### config.mk
export PLATFORM = sky130hd
export DESIGN_NAME = key_circular_shift_core
export DESIGN_NICKNAME = d
export VERILOG_FILES = /design/src/rtl/key_circular_shift_core.sv
export SDC_FILE = /design/constraint.sdc
export NUM_CORES = 1
export LEC_CHECK = 0
export ABC_AREA = 0
export CORE_UTILIZATION = 53
export DETAILED_ROUTE_END_ITERATION = 8
export HOLD_SLACK_MARGIN = 0.05
export PLACE_DENSITY = 0.87
export SLEW_MARGIN = 15
export SYNTH_ARGS = -nofsm -noshare
export SYNTH_HDL_FRONTEND = slang
export SYNTH_SLANG_ARGS = --single-unit
export TNS_END_PERCENT = 10
### constraint.sdc
create_clock -name clk -period 3.8 [get_ports clk]
set_input_delay 0.76 -clock clk [delete_from_list [all_inputs] [get_ports clk]]
set_output_delay 0.76 -clock clk [all_outputs]
set_load 0.1 [all_outputs]
### src/rtl/key_circular_shift_core.sv
// Round-by-round circular shift of the two 32-bit halves (C, D) of a 64-bit key.
// Define KCS_ROTATE_RIGHT_EN to rotate right instead of left; timing is identical.
module key_circular_shift_core #(
  parameter int unsigned ROUNDS = 16
) (
  input  logic        clk,
  input  logic        rst_n,
  input  logic        set,
  input  logic [0:63] key_in,
  output logic [0:63] key_out,
  output logic        status
);

  typedef enum logic [1:0] {IDLE, SHIFT, DONE} state_t;

  localparam logic [3:0] LAST_ROUND = 4'(ROUNDS - 1);

  state_t      state;
  logic [0:63] key_reg;
  logic [3:0]  round;

  function automatic logic [1:0] shift_amount(input logic [3:0] r);
    case (r)
      4'd0, 4'd1, 4'd8, 4'd15: return 2'd1;
      default:                 return 2'd2;
    endcase
  endfunction

  // Index 0 is the MSB, so numeric shifts match the bit-index rotation rule.
  function automatic logic [0:31] rotate(input logic [0:31] h, input logic [1:0] s);
`ifdef KCS_ROTATE_RIGHT_EN
    return (h >> s) | (h << (6'd32 - {4'b0, s}));
`else
    return (h << s) | (h >> (6'd32 - {4'b0, s}));
`endif
  endfunction

  always_ff @(posedge clk or negedge rst_n) begin
    if (!rst_n) begin
      state   <= IDLE;
      key_reg <= '0;
      round   <= '0;
      status  <= 1'b0;
    end else if (set) begin
      state   <= SHIFT;
      key_reg <= key_in;
      round   <= '0;
      status  <= 1'b0;
    end else begin
      case (state)
        SHIFT: begin
          key_reg <= {rotate(key_reg[0:31], shift_amount(round)),
                      rotate(key_reg[32:63], shift_amount(round))};
          if (round == LAST_ROUND) begin
            state  <= DONE;
            status <= 1'b1;
          end else begin
            round <= round + 4'd1;
          end
        end
        default: ;
      endcase
    end
  end

  assign key_out = key_reg;

endmodule

Word level (Yosys, flattened, before mapping)
Index checks and enable logic that the tools add are counted.
{"block": "totals", "regBits": 71, "latch_bits": 0, "ramBits": 0, "romBits": 0, "in_bits": 67, "out_inout_bits": 65, "elab_cells": 37, "n_memories": 0}
{"block": "op_classes", "addsub": 2, "n_mul": 0, "div": 0, "order_cmp": 0, "n_eq_ne": 5, "n_shift": 4, "muxes": 14, "bitwise": 2, "reduce_logical": 6}
{"cell": "$mux W64", "count": 2}
{"cell": "$or A32 B32 Y32", "count": 2}
{"cell": "$shl A32 B2 Y32", "count": 2}
{"cell": "$shr A32 B6 Y32", "count": 2}
{"cell": "$mux W2", "count": 6}
{"cell": "$mux W4", "count": 3}
{"cell": "$eq A4 B4 Y1 const B", "count": 2}
{"cell": "$sub A6 B2 Y6 const A", "count": 1}
{"cell": "$add A4 B1 Y4 const B", "count": 1}
{"cell": "$eq A4 B1 Y1 const B", "count": 1}
{"cell": "$logic_not A4 Y1", "count": 1}
{"cell": "$reduce_and A2 Y1", "count": 2}
{"cell": "$reduce_bool A2 Y1", "count": 2}
{"cell": "$reduce_or A4 Y1", "count": 1}
{"cell": "$mux W1", "count": 3}
{"cell": "$eq A2 B1 Y1 const B", "count": 1}
{"cell": "$ne A2 B2 Y1 const B", "count": 1}

Longest topological paths before layout
{"block": "logic_depth", "ltp_word": 10, "depth_mapped": 7, "mapped_depth_nobuf": 5}

Least setup slack after synthesis
OpenSTA, ideal clock, no wires.
{"block": "synth_path", "kind": "register to register", "startpoint": "register state[1]", "endpoint": "register key_reg, in the netlist key_out[39]", "setup_ns": 0.081, "arrival_time_ns": 1.811, "t_required_ns": 3.719, "slack_ns": 1.907, "stages_incl_launch_ff": 6, "path_buffers": 2, "synth_period_minus_slack_ns": 1.893, "cell_sequence": "dfrtp_1 nand2b_1 buf_2 clkbuf_1 a31oi_1 o211ai_2"}
{"block": "synth_via", "elab_chain_cells": 2}
{"element": "start, declared", "line": "18", "text": "state_t state;"}
{"element": "start signal, assigned", "line": "40", "text": "state <= IDLE;"}
{"element": "start signal, assigned", "line": "45", "text": "state <= SHIFT;"}
{"element": "start signal, assigned", "line": "55", "text": "state <= DONE;"}
{"element": "$eq A2 B1 Y1", "line": "50", "text": "case (state)"}
{"element": "$reduce_bool A2 Y1 (no source line)"}
{"element": "end signal, assigned", "line": "46", "text": "key_reg <= key_in;"}
{"element": "end signal, assigned", "line": "52", "text": "key_reg <= {rotate(key_reg[0:31], shift_amount(round)),"}
{"element": "end, declared", "line": "19", "text": "logic [0:63] key_reg;"}
Every way passes these cells.
A chain may end at the register's enable or synchronous reset.

==> results_dict.tcl <==
set metrics [dict create \
    routed_wl_mm 13.3 \
    num_antenna_cells 0 \
    die_h_um 96.6 \
    final_layout_size_suffix_gt1_share_pct 15.6 \
    grt_pass1_vias 4415 \
    synthArstFlopShare_pct 100 \
    ir_drop_v 0.000320 \
    path_clk_slew_ns 0.07 \
    critical_path.max_fanout 6 \
    max_freq_mhz 364 \
    vias 4617 \
    dp.cells 668 \
    finalSetupTns_ns 0 \
    cp-end-kind "output pin" \
    dieWidth_um 96.6 \
    start_kind "flip-flop" \
    swShare_pct 50.7 \
    wl_per_cell_um 19.4 \
    synth-edff-count 0 \
    final_nets 641 \
    cp_data_arrival_time_ns 1.99 \
    gp_congestion 0.783 \
    cts_buffers 9 \
    run_status "finished, final reports clean" \
    post-place-ws_ns 1.22 \
    synth_area_mm2 0.00474 \
    antenna_found_initial 0 \
    cp_top_family "buffers and inverters" \
    worstMarginPinSlew_ns 1.12 \
    p_sw_mw 1.63 \
    insertion_delay_ns 0.34 \
    grt_max_degree 71 \
    core.rowCount 34 \
    ys_seq_area_share_pct 36.9 \
    clock-sinks 70 \
    comb_power_share_pct 50.1 \
    dpl-instance-area_mm2 0.00586 \
    powerDensity_mw_per_mm2 532 \
    syn_inst 486 \
    htree_levels 3 \
    slowest_stage "clkdlybuf4s50_1" \
    cts-root-buf "clkbuf_8" \
    synth_ff_type "dfrtp_1" \
    cts_hold_buf 0 \
    post-route-period-util_pct 72.4 \
    finalMaxSlewViolations 0 \
    setup_violations 0 \
    portBuffers 131 \
    post-cts-setup-buffers 0 \
    intPower_mw 1.59 \
    hold_class "in2async" \
    drt-pass1-iter-count 5 \
    detail-route-antenna-nets 0 \
    fin_util_pct 69.8 \
    whs_ns 0.535 \
    fin_cells 684 \
    max_stage_delay_ns 1.20 \
    crit_required_ns 3.04 \
    power_frac_seq_pct 31.3 \
    path_buf_inv 1 \
    start_util_pct 54.7 \
    period_minus_slack_ns 2.75 \
    power_mw 3.22 \
    clk_path_buf_depth 2 \
    max-slew-margin-rel_pct 25.1 \
    dieArea_mm2 0.00933 \
    power.share.clock_pct 18.7 \
    maxCapViolations 0 \
    grt_usage_pct 28.5 \
    synthesis.nets 556 \
    setup_ws_ns 1.05 \
    drc 0 \
    power_leakage_nw 2.33 \
    tritoncts "done" \
    num_io_pins 132 \
    hold_viol 0 \
    crit_type "reg2out" \
    synth_cell_types 28 \
    grt_pass1_wl_mm 22.2 \
    ys_ff_latch 70 \
    grt_overflow 0 \
    areaGrowthSynthToFinish_pct 27.6 \
    place_hpwl_mm 8.12 \
    core_area_mm2 0.00868 \
    drtIter0Drc 416 \
    finalInstanceArea_mm2 0.00606 \
    syn_avg_cell_area_um2 9.76 \
    cts_resized 0 \
    viasPerCell 6.75 \
    rsz0062_at_grt "no" \
    yosysWarnings 0 \
    crit_chain "clkdlybuf4s50_1" \
    clock_skew_ns 0.0104 \
]
[power by group through the flow]
stage                     clock network [mW]  registers (mW)  logic (mW)
after floorplan                            0            1.81       0.436
after global placement                     0            1.01        1.59
after CTS                              0.604            1.00        1.61
after global routing                   0.634            1.02        1.67
after detailed placement                   0            1.01        1.61
final                                  0.601            1.01        1.61
[logic make-up after synthesis]
group	after synthesis	share of synthesized area (%)
compound gates	204	38.4
simple gates	140	15.0
flops	70	36.9
buf+inv	69	8.83
fa+ha+maj	3	0.791
[metal layers]
metal	vias to the layer above	share of wire, %	track usage, %
met3	24	8.3	4.84
met2	271	49	45.8
met5	-	0	0
met1	2258	41	39.1
met4	0	1.6	9.64
li1	2064	-	-
[cell usage after synthesis (2+ instances only)]
library cell / instances / area [um2]
buf_6: 14 / 158
ha_1: 3 / 37.5
a21oi_1: 3 / 15.0
o211ai_1: 4 / 30.0
buf_4: 5 / 37.5
o41ai_1: 2 / 17.5
nand2_1: 65 / 244
a31oi_1: 64 / 400
dfrtp_1: 70 / 1750
o211ai_2: 60 / 751
and2_1: 64 / 400
nor2b_1: 2 / 12.5
nand3_1: 4 / 20.0
o2111ai_1: 64 / 561
clkbuf_1: 17 / 63.8
o21ai_0: 3 / 15.0
inv_1: 4 / 15.0
buf_2: 28 / 140
[final timing paths]
path,end,start,cells past startpoint,slack (ns)
worst max-delay path,status,state[1],1,1.05
worst min-delay path,key_out[24],rst_n,1,0.53
worst max register to register,key_out[49],state[1],4,1.69
worst min register to register,round[2],round[2],1,0.59
max in group asynchronous,key_out[48],rst_n,1,2.70
min in group clk,round[2],round[2],1,0.59
[layout by cell type (no fill, tap or decap)]
cell type	count
clkdlybuf4s50_1	129
dfrtp_1	70
nand2_1	65
and2_1	64
a31oi_1	64
o2111ai_1	64
o211ai_2	60
clkbuf_8	10
buf_4	9
nand3_1	4
o211ai_1	4
inv_1	3
o21ai_0	3
a21oi_1	3
ha_1	3
clkbuf_1	3
o41ai_1	2
nor2b_4	1
or2_2	1
a21bo_2	1
o21a_4	1
nor3b_4	1
inv_2	1
nand2b_2	1
o311ai_0	1
nor2b_1	1
and3_1	1
nor2_1	1
o311ai_1	1
clkinv_4	1
clkinv_2	1
bufinv_16	1
buf_2	1
[registers in the layout, summed over array words and instances (netlist names), named ones only]
name / count
round: 4
key_out: 62
state: 2
[area by class of cell]
class / count / area (um2)
clock buffer: 13 / 149
timing repair buffer: 139 / 1360
clock inverter: 3 / 43.8
multi-input combinational: 347 / 2600
fill: 664 / 2620
inverter: 4 / 15.0
tap: 108 / 135
sequential: 70 / 1750
Note: power is estimated with default switching activity, not from simulation.
==> variant 1 (config.mk and constraints unchanged) <==
Encoding of `state_t`: now one-hot (3 bits for 3 states).
--- a/src/rtl/key_circular_shift_core.sv
+++ b/src/rtl/key_circular_shift_core.sv
@@ -13,3 +13,3 @@
 
-  typedef enum logic [1:0] {IDLE, SHIFT, DONE} state_t;
+  typedef enum logic [2:0] {IDLE = 3'b001, SHIFT = 3'b010, DONE = 3'b100} state_t;
 
Formal check against the unedited RTL: same outputs for any inputs over 10 cycles, from zero or initial values and one cycle with rst_n low; not proved beyond that.
==> variant 1 against the unedited design <==
First-iteration DRC count up 0.96%. Hold slack lost 0.0056 ns. Setup slack worse by 0.027 ns. Sequential cell count increased by 1. Design area is 2.8% lower. Total power up 2.6%. Wire length decreased by 2.1%. Area after synthesis is 5.3% lower.
==> variant 1: results (changes against the unedited design) <==
- DR vias: 4577 (was 4617)
- First-pass GRT wire length: 21000 um (was 22200 um)
- Worst path slowest cell: clkdlybuf4s50_1 (unchanged)
- Worst VDD drop: 0.446 mV (was 0.320 mV)
- Top cells by area in the synthesized netlist: dfrtp_1 39%, o2111ai_1 12%, o211ai_1 11% (was dfrtp_1 37%, o211ai_2 16%, o2111ai_1 12%)
- Ratio of cells with drive above 1 in the final layout: 0.0640 (was 0.156)
- Pint: 1.70 mW (was 1.59 mW)
- Critical path arrival: 2.02 ns (was 1.99 ns)
- Aggregate global-route resource usage: 0.298 (was 0.285)
- Fin Clk Skew: 0.0142 ns (was 0.0104 ns)
- Sequential fraction of the synthesis area: 0.396 (was 0.369)
- Flop2flop setup slack: 1.60 ns (was 1.69 ns)
- WL final: 13000 um (was 13300 um)
- Synthesized Nets: 558 (was 556)
- Status: complete, no violations (unchanged)
- FFs w/ async S/R, synth: 1.00 (unchanged)
- Detailed Route Iter0 Violations: 420 (was 416)
- Worst path top cell family by delay: buffers and inverters (unchanged)
- Clock latency on the worst-skew pair: 0.35 ns
- DP Wirelength: 7800 um (was 8120 um)
- Clock-pin slew on the worst setup and hold paths: 0.09 ns (was 0.07 ns)
- Max FFs per register: 61 (was 62)
- Synth top cells by count: 70 x dfrtp_1, 65 x nand2_1 (was 70 x dfrtp_1, 65 x nand2_1, 64 x a31oi_1, 64 x and2_1, 64 x o2111ai_1)
- Gp weighted congestion: 0.815 (was 0.783)
- Largest net degree at the start of global routing: 129 (was 71)
- Reg2reg end: key_out[25] (was key_out[49])
- Cells resized by post-CTS repair: 0 (unchanged)
- WHS: 0.529 ns (was 0.535 ns)
- CTS H-tree lvls: 3 (unchanged)
- Least-Margin Pin Slew: 1.02 ns (was 1.12 ns)
- Leak: 2.14 nW (was 2.33 nW)
- Vias in the first global route: 4201 (was 4415)
- Yosys cell types: 30 (was 28)
- Share of the synthesized area in the top cell type: 0.390 (was 0.369)
- R2r startpoint: state[2] (was state[1])
- Crit-path max FO: 5 (was 6)
- # nets final: 644 (was 641)
[variant 1: cell types whose count changed after synthesis, sizes merged]
cell and change:
nor4b +1, nand2b -1, clkbuf +2, dfstp +1, or3b +1, buf -2
[variant 1: power by group through the flow]
| stage | Combinational [mW] | Clock (mW) | Sequential [mW] |
|---|---|---|---|
| floorplan | 0.326 | 0 | 1.82 |
| global placement | 1.51 | 0 | 1.02 |
| detailed placement | 1.53 | 0 | 1.02 |
| CTS | 1.54 | 0.753 | 1.01 |
| global route | 1.60 | 0.790 | 1.03 |
| finish | 1.54 | 0.751 | 1.02 |
[variant 1: worst max-delay path by stage]
stage,slack (ns),endpoint,cells past startpoint
finish,1.02,status,1
global route,0.98,status,1
CTS,1.01,status,1
detailed placement,1.20,key_out[3],5
global placement,1.34,key_out[31],5
floorplan,1.82,round[2],5
[variant 1: layout make-up]
cell class	count	area, um^2
Inverter	4	15.0
Sequential cell	71	1780
Timing Repair Buffer	140	1380
Clock inverter	5	106
Tap cell	105	131
Clock buffer	10	138
Fill cell	631	2330
Multi-Input combinational cell	348	2340
[variant 1: through the flow]
stage                     instances  setup slack [ns]  area (um^2)   util  power [mW]
after CTS                       683              1.01         5890  0.717        3.30
after floorplan                 488              1.82         4490      -        2.14
final                           683              1.02         5890  0.717        3.30
after detailed placement        668              1.20         5640  0.687        2.56
after global placement          668              1.34         5640  0.687        2.53
after global routing            683             0.982         5890  0.717        3.42
[variant 1: routing by layer]
metal | vias up | global-route usage | share of wire
li1 | 2069 | - | -
met1 | 2254 | 0.423 | 0.43
met2 | 242 | 0.465 | 0.49
met3 | 12 | 0.0461 | 0.072
met4 | 0 | 0.0949 | 0.011
met5 | - | 0 | 0
[variant 1: kinds of logic (layout without fill, tap and decap cells)]
logic type	after synthesis	count (layout)	synth area share
AO/OA/AOI/OAI	204	204	0.346
adder cells (fa/ha/maj)	3	3	0.00836
buffers and inverters	69	159	0.0863
flip-flops	71	71	0.396
AND/OR/NAND/NOR	141	141	0.163
==> variant 2 (config.mk and constraints unchanged) <==
Without the edit above. Add a define of `KCS_ROTATE_RIGHT_EN`.
--- a/src/rtl/key_circular_shift_core.sv
+++ b/src/rtl/key_circular_shift_core.sv
@@ -2,2 +2,4 @@
 // Define KCS_ROTATE_RIGHT_EN to rotate right instead of left; timing is identical.
+`define KCS_ROTATE_RIGHT_EN
+
 module key_circular_shift_core #(
Check against the original RTL: not equivalent (Yosys sat finds a counterexample within 4 cycles, from zero or initial values and one cycle with rst_n low).
==> variant 2 against the unedited design <==
Synthesized cell count stayed put. Sequential cell count stayed put. Setup slack better by 0.0038 ns. Sequential power hardly changed. Total power is 2.8% higher. Area after synthesis is 0.13% lower. Design area is 0.81% higher. Wire length is 1.9% higher. Via count is 0.39% lower. Largest power group unchanged.
==> variant 2: results (changes against the unedited design) <==
- Area grow syn2layout: 28.8% (was 27.6%)
- Leak: 2.35 nW (was 2.33 nW)
- Aggregate global-route resource usage: 0.294 (was 0.285)
- # nets final: 640 (was 641)
- NonClk Buf Share: 0.226 (was 0.225)
- P_clk: 684 uW (was 601 uW)
- CP peak stage delay: 1.17 ns (was 1.20 ns)
- Vias/cell: 6.73 (was 6.75)
- M2 GR Usage: 0.468 (was 0.458)
- DP Wirelength: 8230 um (was 8120 um)
- ClkCell Share: 0.0365 (was 0.0318)
- Sequential fraction of the synthesis area: 0.370 (was 0.369)
- Multi-input gate area: 0.00260 mm^2 (about the same)
- Top cells by area in the synthesized netlist: dfrtp_1 37%, o211ai_2 16%, o2111ai_1 12% (unchanged)
- Reg power frac: 0.305 (was 0.313)
- Status: complete, no violations (unchanged)
- Non-clk bufs: 138 (was 139)
- R2r startpoint: round[0] (was state[1])
- Clk sinks: 70 (unchanged)
- Layout filler cell count: 667 (was 664)
- Clock buffer cells: 10 (was 13)
- WHS: 0.523 ns (was 0.535 ns)
- Placed cells: 667 (was 668)
- Synth top cells by count: 70 x dfrtp_1, 65 x nand2_1, 64 x a31oi_1, 64 x and2_1, 64 x o2111ai_1 (unchanged)
- Fin Clk Skew: 0.00957 ns (was 0.0104 ns)
- Post-DP Area: 0.00588 mm^2 (was 0.00586 mm^2)
- Pint: 1.65 mW (was 1.59 mW)
- Detailed Routing Iterations Pass 1: 6 (was 5)
- Flop2flop setup slack: 1.22 ns (was 1.69 ns)
- Worst slack, placed: 1.25 ns (was 1.22 ns)
- Finished Layout Cells: 683 (was 684)
- CTS buffer count: 9 (unchanged)
- Reg2reg end: key_out[35] (was key_out[49])
- Ratio of cells with drive above 1 in the final layout: 0.162 (was 0.156)
- Worst VDD drop: 0.322 mV (was 0.320 mV)
- # Post-CTS Setup Buffers: 0 (unchanged)
- Wire length on met3: 1030 um (was 1110 um)
- Max FFs per register: 61 (was 62)
- Gp weighted congestion: 0.807 (was 0.783)
- WL final: 13500 um (was 13300 um)
- Detailed Route Iter0 Violations: 461 (was 416)
- GRT met3 Usage: 0.0415 (was 0.0484)
- Vias in the first global route: 4284 (was 4415)
- Crit-path max FO: 6 (unchanged)
- Met1 usage: 0.402 (was 0.391)
- Least-Margin Pin Slew: 1.15 ns (was 1.12 ns)
- Syn avg cell area: 9.75 um^2 (was 9.76 um^2)
- M1 wire length: 5550 um (was 5480 um)
- First-pass GRT wire length: 21200 um (was 22200 um)
- Routed wl met2: 6630 um (was 6490 um)
- Worst-case reg-to-reg path depth: 5 (was 4)
## variant 2: cell types whose count changed after synthesis
cell,unedited run,this run
buf_6,14,2
buf_8,0,6
buf_2,28,32
buf_4,5,8
a21bo_1,0,1
a21bo_2,1,0
and3_1,1,0
and3_2,0,1
clkbuf_2,1,0
## variant 2: logic make-up (layout without fill, tap and decap cells)
logic type	count (synthesis)	count (layout)	synth area share
AOI/OAI and AO/OA	204	204	0.385
adders and majority gates	3	3	0.00792
buffers and inverters	69	158	0.0869
DFF	70	70	0.370
and+or+nand+nor	140	140	0.151
## variant 2: worst max path at each step
| stage | from | end | slack [ns] | cells past startpoint |
|---|---|---|---|---|
| global placement | round[0] | key_out[38] | 1.33 | 5 |
| CTS | state[1] | status | 1.05 | 1 |
| detailed placement | round[0] | key_out[35] | 1.25 | 5 |
| floorplan | state[1] | key_out[40] | 1.94 | 5 |
| finish | state[1] | status | 1.05 | 1 |
| global route | state[1] | status | 1.0 | 1 |
